[src/rtl/serializer_pkg.sv]
// Shared types and helpers for the bit serializer: FSM state encoding and the even-parity bit.
package serializer_pkg;

   typedef enum logic [1:0] {
      IDLE   = 2'd0,
      SHIFT  = 2'd1,
      PARITY = 2'd2
   } state_e;

   // Inputs narrower than 32 bits are zero-extended, which leaves the XOR unchanged.
   function automatic logic parity_bit(input logic [31:0] word);
      return ^word;
   endfunction

endpackage

[src/rtl/wrap_counter.sv]
// Free-running completed-word counter; +1 per enabled cycle, wraps all-ones -> 0.
// Registered output, no backpressure.
module wrap_counter #(
   parameter int CNT_W = 16
) (
   input  logic             clk,
   input  logic             rstn,
   input  logic             inc_en,
   output logic [CNT_W-1:0] count
);

   logic [CNT_W-1:0] cnt_q;
   logic [CNT_W-1:0] cnt_d;

   always_comb begin
      cnt_d = cnt_q;
      if (inc_en) cnt_d = cnt_q + CNT_W'(1);
   end

   always_ff @(posedge clk or negedge rstn) begin
      if (!rstn) cnt_q <= '0;
      else       cnt_q <= cnt_d;
   end

   assign count = cnt_q;

endmodule

[src/rtl/bit_serializer.sv]
// Parallel-to-serial MSB-first shifter; first bit one cycle after acceptance, gapless back-to-back words.
// in_ready drops while shifting; SERIALIZER_PARITY_EN appends an even-parity bit after each word.
module bit_serializer
   import serializer_pkg::*;
#(
   parameter int WIDTH = 8,
   parameter int CNT_W = 16
) (
   input  logic             clk,
   input  logic             rstn,
   input  logic [WIDTH-1:0] in_data,
   input  logic             in_valid,
   output logic             in_ready,
   output logic             dout,
   output logic             dout_valid,
   output logic             busy,
   output logic [CNT_W-1:0] word_cnt
);

   localparam int BW = (WIDTH > 1) ? $clog2(WIDTH) : 1;
   localparam logic [BW-1:0] LAST_IDX = BW'(WIDTH - 1);

   state_e           state_q, state_d;
   logic [WIDTH-1:0] shreg_q, shreg_d;
   logic [BW-1:0]    bitcnt_q, bitcnt_d;
   logic             dout_q, dout_d;
   logic             dout_vld_q, dout_vld_d;
   logic             cnt_inc;
   logic             last_bit;
   logic             accept;
`ifdef SERIALIZER_PARITY_EN
   logic             par_q, par_d;
`endif

   // bitcnt_q counts payload bits still to be emitted after the one on dout.
   assign last_bit = (state_q == SHIFT) && (bitcnt_q == '0);

`ifdef SERIALIZER_PARITY_EN
   assign in_ready = (state_q == IDLE) || (state_q == PARITY);
`else
   assign in_ready = (state_q == IDLE) || last_bit;
`endif

   assign accept = in_valid && in_ready;

   always_comb begin
      state_d    = state_q;
      shreg_d    = shreg_q;
      bitcnt_d   = bitcnt_q;
      dout_d     = 1'b0;
      dout_vld_d = 1'b0;
      cnt_inc    = 1'b0;
`ifdef SERIALIZER_PARITY_EN
      par_d      = par_q;
`endif

      case (state_q)
         SHIFT: begin
            if (bitcnt_q != '0) begin
               dout_d     = shreg_q[WIDTH-1];
               dout_vld_d = 1'b1;
               shreg_d    = shreg_q << 1;
               bitcnt_d   = bitcnt_q - BW'(1);
`ifndef SERIALIZER_PARITY_EN
               cnt_inc    = (bitcnt_q == BW'(1));
`endif
            end else begin
`ifdef SERIALIZER_PARITY_EN
               state_d    = PARITY;
               dout_d     = par_q;
               dout_vld_d = 1'b1;
               cnt_inc    = 1'b1;
`else
               state_d    = IDLE;
`endif
            end
         end
`ifdef SERIALIZER_PARITY_EN
         PARITY: state_d = IDLE;
`endif
         default: state_d = IDLE;
      endcase

      // Acceptance happens only when nothing else is emitting next cycle, so it may override.
      if (accept) begin
         state_d    = SHIFT;
         dout_d     = in_data[WIDTH-1];
         dout_vld_d = 1'b1;
         shreg_d    = in_data << 1;
         bitcnt_d   = LAST_IDX;
`ifdef SERIALIZER_PARITY_EN
         par_d      = parity_bit(32'(in_data));
`endif
      end
   end

   always_ff @(posedge clk or negedge rstn) begin
      if (!rstn) begin
         state_q    <= IDLE;
         shreg_q    <= '0;
         bitcnt_q   <= '0;
         dout_q     <= 1'b0;
         dout_vld_q <= 1'b0;
`ifdef SERIALIZER_PARITY_EN
         par_q      <= 1'b0;
`endif
      end else begin
         state_q    <= state_d;
         shreg_q    <= shreg_d;
         bitcnt_q   <= bitcnt_d;
         dout_q     <= dout_d;
         dout_vld_q <= dout_vld_d;
`ifdef SERIALIZER_PARITY_EN
         par_q      <= par_d;
`endif
      end
   end

   assign dout       = dout_q;
   assign dout_valid = dout_vld_q;
   assign busy       = (state_q != IDLE);

   wrap_counter #(
      .CNT_W (CNT_W)
   ) u_word_cnt (
      .clk    (clk),
      .rstn   (rstn),
      .inc_en (cnt_inc),
      .count  (word_cnt)
   );

endmodule

[config.mk]
export PLATFORM = sky130hd
export DESIGN_NAME = bit_serializer
export DESIGN_NICKNAME = d
export VERILOG_FILES = /design/src/rtl/serializer_pkg.sv /design/src/rtl/wrap_counter.sv /design/src/rtl/bit_serializer.sv
export SDC_FILE = /design/constraint.sdc
export NUM_CORES = 1
export LEC_CHECK = 0
export ABC_AREA = 0
export CAP_MARGIN = 20
export CORE_MARGIN = 5
export CORE_UTILIZATION = 45
export DETAILED_ROUTE_END_ITERATION = 8
export GPL_TIMING_DRIVEN = 0
export PLACE_DENSITY_LB_ADDON = 0.15
export SYNTH_ARGS = -nofsm -noshare
export SYNTH_HDL_FRONTEND = slang
export SYNTH_SLANG_ARGS = --single-unit
export TNS_END_PERCENT = 100
[constraint.sdc]
create_clock -name clk -period 2.29 [get_ports clk]
set_input_delay 0.5725 -clock clk [delete_from_list [all_inputs] [get_ports clk]]
set_output_delay 0.5725 -clock clk [all_outputs]
set_load 0.01 [all_outputs]
==> flow_metrics.py <==
metrics = {
    "drt": {
        "routed-via-count": 985,
        "post-route-drc-count": 0,
        "wirelength_um": 2656,
        "wl_per_cell_um": 13.91,
        "postRouteAntennaNets": 0,
        "dr.pass1.iters": 4,
        "vias_per_cell": 5.157,
        "drt_iter0_markers": 44,
    },
    "global_routing": {
        "grt_pass1_vias": 1090,
        "antenna_found_initial": 0,
        "globalRoute.totalOverflow": 0,
        "grt_usage_pct": 15.38,
        "grt_max_degree": 21,
        "grt_pass1_wl_um": 4892,
    },
    "finish": {
        "syn_to_final_growth_pct": 38.11,
        "diodes": 0,
        "drive_gt1_share_pct": 16.25,
        "fin_nets": 174,
        "nFillCells": 224,
        "fin_area_um2": 1809,
    },
    "clock_tree": {
        "cts_root_buffer": "clkbuf_4",
        "htree_num_levels": 2,
        "cts_sinks": 29,
        "clk_pin_slew_ps": 100,
        "clock_latency_ps": 330,
        "cts_buffer_depth": 2,
        "cts_tree": "built",
        "cts_inserted_buffers": 5,
    },
    "yosys": {
        "synthTopCellsByArea": "dfrtp_1 55%, xnor2_1 7.4%, mux2i_1 5.3%, nand2_1 4.0%, ha_1 3.8%",
        "synth_area_um2": 1310,
        "ys_async_sr_fraction_pct": 100.0,
        "ys_seq_elements": 29,
        "synthTopCellsByCount": "29 x dfrtp_1, 14 x nand2_1, 11 x xnor2_1",
        "yosysMostFrequentCell": "dfrtp_1",
        "synth.net_count": 131,
        "ys_seq_area_share_pct": 55.40,
        "synth_top_cell_area_share_pct": 55.40,
        "synth-edff-count": 0,
        "syn_inst": 116,
        "ys.flop_type": "dfrtp_1",
        "syn_area_per_cell_um2": 11.29,
        "synth-warning-count": 0,
        "synth_top_area_cell": "dfrtp_1",
        "synth.distinct_cells": 27,
    },
    "timing": {
        "fin_crit_ps": 2157,
        "setup_viol": 0,
        "grt_setup_unrepaired": "no",
        "drv_slew": 0,
        "tightest_slew_ps": 541.9,
        "max_freq_mhz": 463.5,
        "hold_ws_ps": 476.5,
        "relSlewSlack_pct": 63.76,
        "clock_skew_ps": 12.44,
        "finalHoldViolCount": 0,
        "finalCritPeriodShare_pct": 94.21,
    },
    "worst_setup_path": {
        "crit_required_ps": 1720,
        "cp-end-kind": "output port",
        "path_class": "reg -> out",
        "r2r_cells": 8,
        "r2r-start": "bitcnt_q[1]",
        "cp_data_arrival_time_ps": 1580,
        "cp_max_fo": 2,
        "ff2ff_setup_slack_ps": 380,
        "worst_r2r_endpoint": "u_word_cnt.count[10]",
        "cp-start-kind": "flop",
    },
    "placement": {
        "gp_congestion": 0.7772,
        "hpwlAfterDp_um": 1928,
        "postPlaceCellArea_um2": 1677,
        "portBuffers": 30,
    },
    "die": {
        "core-area_um2": 2781,
        "io_pins": 31,
        "rows": 19,
        "die_w_um": 63.96,
        "die_h_um": 63.96,
        "dieArea_um2": 4090,
        "start_util_pct": 47.10,
    },
    "status": {
        "status": "finished clean",
    },
    "job": {
        "cap_violations": 0,
    },
    "pwr": {
        "fin_total_pwr_uw": 1760,
        "irDropWorstVdd_mv": 0.9280,
        "power_leakage_uw": 0.0008251,
        "p_per_area_nw_per_um2": 972.7,
    },
    "worst_hold_path": {
        "hp-start": "u_word_cnt.count[15]",
        "hold_depth": 1,
        "hp-class": "reg -> reg",
        "min_delay_worst_endpoint": "u_word_cnt.count[15]",
    },
}
==> critical path, stage by stage (launching register included) <==
cell and delay, ps:
dfrtp_1 370, inv_1 70, ha_1 180, ha_2 180
nor2b_2 150, clkbuf_8 150, inv_1 40, clkbuf_2 120
==> cell families after synthesis <==
kind of cell | share of synthesized area [%]
AND/OR/NAND/NOR | 17.77
flip-flops | 55.40
XOR/XNOR | 10.03
AO/OA/AOI/OAI | 3.820
buffers and inverters | 2.961
multiplexers | 6.208
adder cells (fa/ha/maj) | 3.821
==> metal layers <==
| layer | vias to the layer above | track usage, % | part of all wire, % |
|---|---|---|---|
| met5 | - | 0 | 0 |
| met4 | 0 | 6.753 | 1.9 |
| met3 | 6 | 6.830 | 6.4 |
| met2 | 23 | 25.00 | 49 |
| met1 | 473 | 17.38 | 42 |
| li1 | 483 | - | - |
==> layout make-up <==
cell class | count | area, µm² | share of cell area [%]
inverters | 5 | 18.77 | 1.037
flip-flops and latches | 29 | 725.7 | 40.11
well taps | 31 | 38.79 | 2.144
plain buffers | 4 | 30.03 | 1.660
clock buffers | 7 | 55.05 | 3.043
repair buffers | 36 | 360.3 | 19.92
clock inverters | 1 | 30.03 | 1.660
multi-input cells | 78 | 550.5 | 30.43
==> through the flow <==
stage	TNS, ps	utilization, %	std cells	setup WS, ps
3_3_place_gp	-305.7	59.29	177	-305.7
4_1_cts	0	64.69	189	43.03
5_1_grt	0	65.05	191	58.88
6_report	0	65.05	191	132.6
3_5_place_dp	-337.4	60.28	178	-337.4
2_1_floorplan	0	-	116	341.9
==> cells in the final DEF (no fill, tap or decap), types with 4 or more instances in the layout <==
cell type / Yosys / layout
nand3_1: 4 / 4
nand2_1: 14 / 14
xor2_1: 4 / 4
buf_4: 1 / 6
xnor2_1: 11 / 11
mux2i_1: 7 / 7
nor3_1: 4 / 4
clkbuf_4: 0 / 5
clkdlybuf4s50_1: 0 / 29
o21ai_0: 7 / 7
dfrtp_1: 29 / 29
inv_1: 5 / 5
==> timing repair <==
item,CTS,global route
hold buffers,0,0
setup endpoints to repair,1,1
buffers inserted,3,2
gates resized for setup,7,1
pin swaps,0,0
hold endpoints to repair,0,0
==> registers in the layout, indices dropped and copies added (netlist names) <==
signal and cells:
dout 1, u_word_cnt.count 16, dout_valid 1, shreg_q 7, state_q 1, bitcnt_q 3
==> worst max-delay path by stage <==
stage	from	endpoint	slack [ps]	cells after the start
global route	bitcnt_q[1]	in_ready	60	7
global placement	bitcnt_q[0]	in_ready	-310	7
detailed placement	bitcnt_q[0]	in_ready	-340	7
CTS	bitcnt_q[1]	in_ready	40	7
finish	bitcnt_q[1]	in_ready	130	7
floorplan	bitcnt_q[0]	in_ready	340	6
==> report_power, final <==
group / internal (µW) / switching [µW]
Combinational: 315 / 264
Clock: 261 / 178
Sequential: 634 / 108
Total: 1210 / 550
Power figures use the tool's default switching activity.
